[config.mk]
export PLATFORM = sky130hd
export DESIGN_NAME = camera_sequencer_flat
export DESIGN_NICKNAME = d
export VERILOG_FILES = /design/src/rtl/camera_sequencer_if.sv /design/src/rtl/camera_sequencer.sv /design/src/flat_wrapper.sv
export SDC_FILE = /design/constraint.sdc
export NUM_CORES = 1
export LEC_CHECK = 0
export ABC_AREA = 1
export CORE_MARGIN = 3
export CORE_UTILIZATION = 30
export DETAILED_ROUTE_END_ITERATION = 16
export SLEW_MARGIN = 20
export SYNTH_ARGS = -nofsm -noshare
export SYNTH_HDL_FRONTEND = slang
export SYNTH_SLANG_ARGS = --single-unit
[constraint.sdc]
create_clock -name Clk -period 1.66 [get_ports Clk]
set_clock_uncertainty 0.05 [all_clocks]
set_input_delay 0.332 -clock Clk [delete_from_list [all_inputs] [get_ports Clk]]
set_output_delay 0.332 -clock Clk [all_outputs]
set_load 0.02 [all_outputs]
[src/rtl/camera_sequencer_if.sv]
// Control/status bundle between the user logic and the pixel-array sequencer.
// master = controlling side, slave = sequencer.
interface camera_sequencer_if #(
    parameter int NUM_ROWS = 2,
    parameter int EXP_W    = 7
);
    logic                Init;
    logic                Continuous;
    logic                Exp_increase;
    logic                Exp_decrease;
    logic [NUM_ROWS-1:0] NRE;
    logic                ADC;
    logic                Erase;
    logic                Expose;
    logic                Busy;
    logic                Frame_done;
    logic [EXP_W-1:0]    Exp_time;

    modport master (
        output Init, Continuous, Exp_increase, Exp_decrease,
        input  NRE, ADC, Erase, Expose, Busy, Frame_done, Exp_time
    );

    modport slave (
        input  Init, Continuous, Exp_increase, Exp_decrease,
        output NRE, ADC, Erase, Expose, Busy, Frame_done, Exp_time
    );
endinterface

[src/rtl/camera_sequencer.sv]
// Erase / exposure / per-row readout / ADC strobe sequencer for an N-row pixel array.
// Outputs are registered from the next-state decode, so they line up with the state cycle.
module camera_sequencer #(
    parameter int NUM_ROWS    = 2,
    parameter int EXP_W       = 7,
    parameter int EXP_DEFAULT = 10,
    parameter int EXP_MIN     = 2,
    parameter int EXP_MAX     = 70,
    parameter int READ_CYCLES = 8,
    parameter int ADC_POS     = 4
) (
    input  logic               Clk,
    input  logic               Reset,
    camera_sequencer_if.slave  bus
);
    localparam int ROW_W = (NUM_ROWS > 1) ? $clog2(NUM_ROWS) : 1;
    localparam int RC_W  = (READ_CYCLES > 1) ? $clog2(READ_CYCLES) : 1;
    localparam int CNT_W = (EXP_W > RC_W) ? EXP_W : RC_W;

    localparam logic [1:0] S_IDLE     = 2'd0;
    localparam logic [1:0] S_EXPOSURE = 2'd1;
    localparam logic [1:0] S_READOUT  = 2'd2;
    localparam logic [1:0] S_GAP      = 2'd3;

    logic [1:0]       state, state_n;
    logic [CNT_W-1:0] cnt, cnt_n;
    logic [ROW_W-1:0] row, row_n;
    logic [EXP_W-1:0] exp_frame, exp_frame_n;
    logic [EXP_W-1:0] exp_time_n;
    logic [CNT_W-1:0] exp_last;
    logic             frame_done_n;

    // exp_frame never drops below EXP_MIN (>=1), so this cannot underflow
    assign exp_last = CNT_W'(exp_frame) - CNT_W'(1);

    always_comb begin
        state_n      = state;
        cnt_n        = cnt;
        row_n        = row;
        exp_frame_n  = exp_frame;
        frame_done_n = 1'b0;
        case (state)
            S_IDLE: begin
                if (bus.Init || bus.Continuous) begin
                    state_n     = S_EXPOSURE;
                    cnt_n       = '0;
                    exp_frame_n = bus.Exp_time;
                end
            end
            S_EXPOSURE: begin
                if (cnt == exp_last) begin
                    state_n = S_READOUT;
                    cnt_n   = '0;
                    row_n   = '0;
                end else begin
                    cnt_n = cnt + 1'b1;
                end
            end
            S_READOUT: begin
                if (cnt == CNT_W'(READ_CYCLES - 1)) begin
                    cnt_n = '0;
                    if (row == ROW_W'(NUM_ROWS - 1)) begin
                        state_n      = S_IDLE;
                        frame_done_n = 1'b1;
                    end else begin
                        state_n = S_GAP;
                    end
                end else begin
                    cnt_n = cnt + 1'b1;
                end
            end
            S_GAP: begin
                state_n = S_READOUT;
                row_n   = row + 1'b1;
                cnt_n   = '0;
            end
            default: state_n = S_IDLE;
        endcase
    end

    // Increase wins when both are requested, even if it is already saturated
    always_comb begin
        exp_time_n = bus.Exp_time;
        if (bus.Exp_increase) begin
            if (bus.Exp_time < EXP_W'(EXP_MAX))
                exp_time_n = bus.Exp_time + 1'b1;
        end else if (bus.Exp_decrease) begin
            if (bus.Exp_time > EXP_W'(EXP_MIN))
                exp_time_n = bus.Exp_time - 1'b1;
        end
    end

    always_ff @(posedge Clk) begin
        if (Reset) begin
            state          <= S_IDLE;
            cnt            <= '0;
            row            <= '0;
            exp_frame      <= EXP_W'(EXP_DEFAULT);
            bus.NRE        <= '1;
            bus.ADC        <= 1'b0;
            bus.Erase      <= 1'b1;
            bus.Expose     <= 1'b0;
            bus.Busy       <= 1'b0;
            bus.Frame_done <= 1'b0;
            bus.Exp_time   <= EXP_W'(EXP_DEFAULT);
        end else begin
            state          <= state_n;
            cnt            <= cnt_n;
            row            <= row_n;
            exp_frame      <= exp_frame_n;
            bus.NRE        <= (state_n == S_READOUT) ? ~(NUM_ROWS'(1) << row_n) : '1;
            bus.ADC        <= (state_n == S_READOUT) && (cnt_n == CNT_W'(ADC_POS));
            bus.Erase      <= (state_n == S_IDLE);
            bus.Expose     <= (state_n == S_EXPOSURE);
            bus.Busy       <= (state_n != S_IDLE);
            bus.Frame_done <= frame_done_n;
            bus.Exp_time   <= exp_time_n;
        end
    end
endmodule

[src/flat_wrapper.sv]
// flat-port wrapper written by rule: the top's interface ports become plain ports
module camera_sequencer_flat 
#(
    parameter int NUM_ROWS    = 2,
    parameter int EXP_W       = 7,
    parameter int EXP_DEFAULT = 10,
    parameter int EXP_MIN     = 2,
    parameter int EXP_MAX     = 70,
    parameter int READ_CYCLES = 8,
    parameter int ADC_POS     = 4
)
  (Clk, Reset, bus_Init, bus_Continuous, bus_Exp_increase, bus_Exp_decrease, bus_NRE, bus_ADC, bus_Erase, bus_Expose, bus_Busy, bus_Frame_done, bus_Exp_time);
  camera_sequencer_if #(.NUM_ROWS(NUM_ROWS), .EXP_W(EXP_W)) bus_i ();
  input  logic Clk;
  input  logic Reset;
  input wire logic [$bits(bus_i.Init)-1:0] bus_Init;
  input wire logic [$bits(bus_i.Continuous)-1:0] bus_Continuous;
  input wire logic [$bits(bus_i.Exp_increase)-1:0] bus_Exp_increase;
  input wire logic [$bits(bus_i.Exp_decrease)-1:0] bus_Exp_decrease;
  output wire logic [$bits(bus_i.NRE)-1:0] bus_NRE;
  output wire logic [$bits(bus_i.ADC)-1:0] bus_ADC;
  output wire logic [$bits(bus_i.Erase)-1:0] bus_Erase;
  output wire logic [$bits(bus_i.Expose)-1:0] bus_Expose;
  output wire logic [$bits(bus_i.Busy)-1:0] bus_Busy;
  output wire logic [$bits(bus_i.Frame_done)-1:0] bus_Frame_done;
  output wire logic [$bits(bus_i.Exp_time)-1:0] bus_Exp_time;
  assign bus_i.Init = bus_Init;
  assign bus_i.Continuous = bus_Continuous;
  assign bus_i.Exp_increase = bus_Exp_increase;
  assign bus_i.Exp_decrease = bus_Exp_decrease;
  assign bus_NRE = bus_i.NRE;
  assign bus_ADC = bus_i.ADC;
  assign bus_Erase = bus_i.Erase;
  assign bus_Expose = bus_i.Expose;
  assign bus_Busy = bus_i.Busy;
  assign bus_Frame_done = bus_i.Frame_done;
  assign bus_Exp_time = bus_i.Exp_time;
  camera_sequencer #(.NUM_ROWS(NUM_ROWS), .EXP_W(EXP_W), .EXP_DEFAULT(EXP_DEFAULT), .EXP_MIN(EXP_MIN), .EXP_MAX(EXP_MAX), .READ_CYCLES(READ_CYCLES), .ADC_POS(ADC_POS)) u_core (.Clk(Clk), .Reset(Reset), .bus(bus_i));
endmodule
==> reports/qor.yml, run 1 <==
slowest_stage: "sky130_fd_sc_hd__dfxtp_2"
groute.usage.overall: 0.137
row_count: 28
type_of_element_capturing_the_critical_path: "flop"
grt_start_max_net_pins: 17
synthTopCellsByArea: "sky130_fd_sc_hd__dfxtp_1 (33%), sky130_fd_sc_hd__nand2_1 (13%), sky130_fd_sc_hd__nand3_1 (9.5%), sky130_fd_sc_hd__inv_1 (8.7%), sky130_fd_sc_hd__nor2_1 (5.5%)"
cp_cell_sequence: "inv_2 -> ha_4 -> inv_2 -> nand2_1 -> nand3_1 -> nand2_1 -> inv_1 -> nand3_2 -> nor2_2 -> nand2_4 -> nand2_4 -> nand3_4 -> nor2_4 -> nand3_2 -> nor2_1"
route.vias.total: 1912
path_clk_slew_ns: 0.07
power.share.clock: 0.289
worstPathRequired_ns: 1.84
finished_cell_area_um2: 2730
seq_power_share: 0.348
routedWlPerCell_um: 11.3
area_delta_synth_final_pct: 43.6
critical_path.max_stage_delay_ns: 0.33
cts.htree.levels: 2
start_util: 0.315
cts-root-buf: "sky130_fd_sc_hd__clkbuf_8"
synth_top_area_frac: 0.327
max-cap-violations: 0
ys_ff_latch: 31
tightestPinTransition_ns: 0.222
clock_latency_reported_for_the_late_side_of_the_worst_skew_pair_ns: 0.29
timing.critical_path.fanout_max: 8
failed_checks: "setup timing"
finalWorstSetupSlack_ns: -0.113
final-setup-viol-count: 9
num-nets-final: 361
share_of_layout_cells_above_drive_strength_1: 0.290
postSynth.topFlopCell: "sky130_fd_sc_hd__dfxtp_1"
grt_first_pass_wirelength_mm: 8.10
synth.yosys.seq_area_share: 0.327
drc_errors: 0
path_class: "flop to flop"
p_comb_frac: 0.363
number_of_flops_mapped_to_enable_cells_by_yosys: 0
detail_route.wirelength_mm: 4.77
place_hpwl_mm: 3.49
finalHoldViolCount: 0
vdd_drop_max_uv: 706
synth_cell_type_count: 27
final_antenna_net_count: 0
synthDominantAreaCellType: "sky130_fd_sc_hd__dfxtp_1"
cts_inserted_buffers: 5
critical_path_cell_count: 15
r2r.worst_path.cells: 15
critPathBufInv: 3
yosys_warnings: 0
postSynth.asyncResetShare: 0
hold_class: "primary input to flop"
avgViaCountPerCell: 4.52
gpl.final_weighted_congestion: 0.823
min_delay_path_depth: 4
dieArea_um2: 7320
dr.first_iter.drc_count: 81
power_per_cell_area_nw_per_um2: 997
internal_portion_of_total_power_w: 0.00179
p_leak_nw: 1.35
io_buffer_count: 19
cp_data_arrival_time_ns: 1.96
top_level_ports: 20
design.core.area_um2: 6030
timing.fmax_mhz: 564
swShare: 0.340
die_y_um: 85.6
grt_pass1_vias: 1793
syn-instance-count: 284
cp_top_family: "simple AND/OR/NAND/NOR gates"
number_of_antenna_violations_at_the_first_check_in_global_routing: 0
period_minus_slack_ns: 1.77
worst_slew_margin_rel: 0.851
num_antenna_cells: 0
clkSinkCount: 31
top_count_cell_post_synth: "sky130_fd_sc_hd__nand2_1"
p_switching_w: 0.000925
dpl_cell_area_um2: 2500
worst_setup_path_start_kind: "flop"
period_share: 1.07
grt_setup_unrepaired: "true"
syn_nets: 298
most_frequent_cells_after_synthesis: "sky130_fd_sc_hd__nand2_1 (64), sky130_fd_sc_hd__inv_1 (44), sky130_fd_sc_hd__nand3_1 (36)"
drt-pass1-iter-count: 4
fin_setup_tns_ns: -0.553
avgSynthCellArea_um2: 6.69
cts-root-to-sink-buffers: 2
status: "complete, but fails checks"
fp.dieW_um: 85.6
cts_tree: "built"
slew_violations: 0
grt.overflow.total: 0
post_synth_instance_area_um2: 1900
area by class of cell:
class / count / area (µm²)
multi-input combinational: 203 / 1190
tap: 75 / 93.8
sequential: 31 / 636
fill: 614 / 3300
clock inverter: 2 / 35.0
inverter: 46 / 176
timing repair buffer: 60 / 510
clock buffer: 6 / 82.6
layer usage:
layer	vias to the layer above	track usage	wire, µm
met5	-	0	0
met4	0	0.0432	78
met3	8	0.0259	132
met2	28	0.230	2270
met1	848	0.178	2290
li1	1028	-	-
registers in the layout, indices dropped and copies added, names as in the netlist, 2 cells and up:
signal and cells:
u_core.bus.NRE 2, u_core.cnt 7, u_core.bus.Exp_time 7, u_core.exp_frame 7, u_core.state 2
layout by cell type (no fill, tap or decap), drive strengths merged, types with 2 or more instances in the layout:
cell type	count
buf	42
dfxtp	31
inv	45
clkbuf	6
xnor2	5
o21ai	16
nand4	3
a21oi	16
nor2	34
o211ai	2
nand3	37
clkdlybuf4s50	11
xor2	7
ha	7
dlygate4sd2	7
nand2	70
power groups by stage:
stage,registers (W),clock network [W],logic [W]
2_1_floorplan,0.00100,0,0.000529
3_3_place_gp,0.000962,0,0.000934
3_5_place_dp,0.000961,0,0.000946
4_1_cts,0.000945,0.000802,0.000937
5_1_grt,0.000963,0.000829,0.00111
6_report,0.000946,0.000787,0.000986
tightest hold or removal path, delay by kind of cell:
kind	cells	cell delay, ns
AO/OA/AOI/OAI	2	0.23
buffers and inverters	2	0.18
metrics by stage:
step                 util  total power (W)  hold WS (ns)  setup WS, ns  cells
floorplan               -          0.00153         0.354       -0.0157    284
CTS                 0.439          0.00268         0.484        -0.115    419
finish              0.453          0.00272         0.440        -0.113    423
detailed placement  0.414          0.00191         0.473        -0.669    409
global placement    0.414          0.00190         0.475        -0.605    409
global route        0.453          0.00290         0.462        -0.321    423
cells by family after synthesis:
logic type	count (synthesis)	synth area share
AO/OA/AOI/OAI	35	0.0968
XOR/XNOR	12	0.0593
adder cells (fa/ha/maj)	8	0.0567
buffers and inverters	50	0.0995
flip-flops	31	0.327
AND/OR/NAND/NOR	148	0.361
worst paths after layout:
check / start / to / slack [ns]
setup reg to reg: u_core.exp_frame[1]$_SDFFE_PP1P_ / u_core.bus.ADC$_SDFF_PP0_ / -0.11
hold reg to reg: u_core.bus.Exp_time[1]$_SDFFE_PP1P_ / u_core.bus.Exp_time[1]$_SDFFE_PP1P_ / 0.48
setup / recovery: u_core.exp_frame[1]$_SDFFE_PP1P_ / u_core.bus.ADC$_SDFF_PP0_ / -0.11
hold / removal: bus_Exp_increase / u_core.bus.Exp_time[6]$_SDFFE_PP0P_ / 0.44
what timing repair did:
item | 4_1_cts | 5_1_grt
gates resized for setup | 22 | 17
buffers inserted | 2 | 4
endpoints found under the setup margin | 28 | 23
hold buffers | 0 | 0
pin swaps | 16 | 14
No activity file was read; power rests on OpenSTA's default activity.
==> run 2: changes to the inputs <==
--- a/config.mk
+++ b/config.mk
@@ -6,9 +6,11 @@
 export NUM_CORES = 1
 export LEC_CHECK = 0
 export ABC_AREA = 1
+export CAP_MARGIN = 25
 export CORE_MARGIN = 3
 export CORE_UTILIZATION = 30
 export DETAILED_ROUTE_END_ITERATION = 16
+export RECOVER_POWER = 25
 export SLEW_MARGIN = 20
 export SYNTH_ARGS = -nofsm -noshare
 export SYNTH_HDL_FRONTEND = slang
==> run 2 against run 1 <==
  * The flow still finishes with violations (setup timing)
  * Die area unchanged
  * Setup slack lost 0.0020 ns
  * Via count grew 0.58%
  * Cell area fell by 0.23%
  * Non-clock buffer count stayed put
  * First-iteration DRC count up 8.6%
  * Register-to-register slack is essentially flat
  * Sequential power barely moved
  * Sequential cell count did not move
  * Critical path depth unchanged
  * Combinational power is essentially flat
  * Largest cell class unchanged
==> reports/qor.yml, run 2 (same netlist as run 1, synthesis figures left out) <==
status: "complete, but fails checks"
failed_checks: "setup timing"
io_buffer_count: 19  # unchanged
cp_data_arrival_time_ns: 1.96  # about the same
r2r.worst_path.cells: 15  # unchanged
worstSetupStartpoint: "u_core.exp_frame[1]$_SDFFE_PP1P_"
layout_common_cells: "sky130_fd_sc_hd__nand2_1 (62), sky130_fd_sc_hd__inv_1 (39), sky130_fd_sc_hd__buf_4 (38), sky130_fd_sc_hd__nand3_1 (30), sky130_fd_sc_hd__nor2_1 (27)"
route.vias.total: 1923  # +0.58%
crit-reg2reg-capture: "u_core.bus.ADC$_SDFF_PP0_"
biggestRegsByFlops: "u_core.bus.Exp_time: 7 flops, u_core.cnt: 7 flops, u_core.exp_frame: 7 flops"
placed_cells_incl_taps: 409  # unchanged
num-nets-final: 361  # unchanged
clock_latency_reported_for_the_late_side_of_the_worst_skew_pair_ns: 0.29  # about the same
finalHoldViolCount: 0  # unchanged
vdd_drop_max_uv: 706  # about the same
cts_inserted_buffers: 5  # unchanged
worst_slew_margin_rel: 0.799  # -0.0523
timing.critical_path.fanout_max: 8  # unchanged
timing.fmax_mhz: 563  # -0.11%
top_level_ports: 20  # unchanged
max-cap-violations: 0  # unchanged
fin_setup_tns_ns: -0.604  # -0.0518 ns
instances_no_fill: 423  # unchanged
global_route.usage.met1: 0.178  # unchanged
grt-busiest-layer: "met2"
final-setup-viol-count: 10  # +1
final_antenna_net_count: 0  # unchanged
groute.usage.overall: 0.137  # unchanged
routedWlPerCell_um: 11.2  # -0.61%
cts-root-to-sink-buffers: 2  # unchanged
layout_commonest_cell: "sky130_fd_sc_hd__nand2_1"
dieArea_um2: 7320  # unchanged
dr.first_iter.drc_count: 88  # +8.6%
cp_cell_sequence: "inv_2 -> ha_4 -> inv_2 -> nand2_1 -> nand3_1 -> nand2_1 -> inv_1 -> nand3_2 -> nor2_2 -> nand2_4 -> nand2_4 -> nand3_4 -> nor2_4 -> nand3_2 -> nor2_1"
period_share: 1.07  # +0.00123
hold_class: "primary input to flop"
share_of_layout_cells_above_drive_strength_1: 0.282  # -0.00862
grt_first_pass_wirelength_mm: 8.10  # unchanged
drc_errors: 0  # unchanged
grt_start_max_net_pins: 17  # unchanged
worst_setup_path_start_kind: "flop"
path_clk_slew_ns: 0.07  # about the same
worstReg2RegStart: "u_core.exp_frame[1]$_SDFFE_PP1P_"
critical_path.max_stage_delay_ns: 0.33  # about the same
detail_route.wirelength_mm: 4.74  # -0.61%
power_per_cell_area_nw_per_um2: 998  # about the same
holdBufCountCts: 0  # unchanged
row_count: 28  # unchanged
tightestPinTransition_ns: 0.301  # +0.0788 ns
cts-root-buf: "sky130_fd_sc_hd__clkbuf_8"
gpl.final_weighted_congestion: 0.823  # unchanged
fp.dieW_um: 85.6  # unchanged
min_delay_path_depth: 4  # unchanged
holdPathEnd: "u_core.bus.Exp_time[6]$_SDFFE_PP0P_"
grt.overflow.total: 0  # unchanged
report.power.total_w: 0.00272  # -0.13%
hold_path_startpoint: "bus_Exp_increase"
number_of_antenna_violations_at_the_first_check_in_global_routing: 0  # unchanged
filler_cell_count: 614  # unchanged
path_class: "flop to flop"
grt_pass1_vias: 1793  # unchanged
avgViaCountPerCell: 4.55  # +0.58%
clkSinkCount: 31  # unchanged
start_util: 0.315  # unchanged
finalWorstSetupSlack_ns: -0.115  # -0.00204 ns
type_of_element_capturing_the_critical_path: "flop"
place_hpwl_mm: 3.49  # unchanged
slowest_stage: "sky130_fd_sc_hd__dfxtp_2"
period_minus_slack_ns: 1.78  # +0.00204 ns
groute.layer.met2.usage: 0.230  # unchanged
area_delta_synth_final_pct: 43.3
design.core.area_um2: 6030  # unchanged
worstPathRequired_ns: 1.84  # about the same
p_leak_nw: 1.35  # -0.33%
cts.htree.levels: 2  # unchanged
drt-pass1-iter-count: 4  # unchanged
die_y_um: 85.6  # unchanged
use_met3: 0.0259  # unchanged
cts_tree: "built"
r2r_slack_ns: -0.12  # about the same
slew_violations: 0  # unchanged
num_antenna_cells: 0  # unchanged
grt_setup_unrepaired: "true"
==> run 2: changes by cell type in the layout (fill, tap and decap cells not counted) <==
cell	previous run	this run
sky130_fd_sc_hd__dfxtp_1	21	23
sky130_fd_sc_hd__clkbuf_1	0	1
sky130_fd_sc_hd__dfxtp_2	9	7
sky130_fd_sc_hd__buf_4	39	38
==> run 2: worst max-delay path: cells and delay by family (launching register included) <==
family,cells,cell delay [ns]
buffers and inverters,3,0.17
DFF,1,0.33
and+or+nand+nor,11,1.01
adders and majority gates,1,0.17
==> run 2: per-layer routing <==
metal  wire [µm]  up-vias
li1            -     1027
met1        2230      854
met2        2260       34
met3         161        8
met4          80        0
met5           0        -
==> run 2: worst max-delay path by stage <==
| stage | slack, ns | cells past startpoint | end |
|---|---|---|---|
| CTS | -0.11 | 13 | u_core.bus.ADC$_SDFF_PP0_ |
| detailed placement | -0.67 | 12 | u_core.bus.Exp_time[6]$_SDFFE_PP0P_ |
| floorplan | -0.02 | 11 | u_core.bus.Exp_time[6]$_SDFFE_PP0P_ |
| global route | -0.32 | 13 | u_core.bus.ADC$_SDFF_PP0_ |
| finish | -0.12 | 15 | u_core.bus.ADC$_SDFF_PP0_ |
| global placement | -0.60 | 12 | u_core.bus.Exp_time[6]$_SDFFE_PP0P_ |
==> run 2: layout make-up <==
| type | count | area (µm²) | area share |
|---|---|---|---|
| tap | 75 | 93.8 | 0.0345 |
| clock buffer | 6 | 82.6 | 0.0303 |
| clock inverter | 2 | 35.0 | 0.0129 |
| inverter | 46 | 176 | 0.0648 |
| multi-input combinational | 203 | 1190 | 0.439 |
| sequential | 31 | 633 | 0.233 |
| timing repair buffer | 60 | 507 | 0.186 |
==> run 2: stage by stage <==
step,setup WS [ns],hold WS [ns],utilization,area [µm²]
CTS,-0.115,0.484,0.439,2640
floorplan,-0.0157,0.354,-,1970
global route,-0.321,0.462,0.452,2720
global placement,-0.605,0.475,0.414,2500
finish,-0.115,0.438,0.452,2720
detailed placement,-0.669,0.473,0.414,2500
==> run 2: power by group <==
part           switching, W  internal [W]
combinational      0.000514      0.000469
clock              0.000303      0.000486
sequential         0.000108      0.000836
total              0.000926       0.00179
==> run 2: timing repair <==
action	in CTS	in global routing
pin swaps	16	14
endpoints found under the setup margin	28	23
resized for setup	22	17
buffers inserted	2	4
==> run 3: changes to the inputs <==
--- a/config.mk
+++ b/config.mk
@@ -11,7 +11,7 @@
 export CORE_UTILIZATION = 30
 export DETAILED_ROUTE_END_ITERATION = 16
 export RECOVER_POWER = 25
-export SLEW_MARGIN = 20
+export SLEW_MARGIN = 5
 export SYNTH_ARGS = -nofsm -noshare
 export SYNTH_HDL_FRONTEND = slang
 export SYNTH_SLANG_ARGS = --single-unit
==> results of run 3 <==
No change in the layout: final DEF, timing and power equal those of run 2.
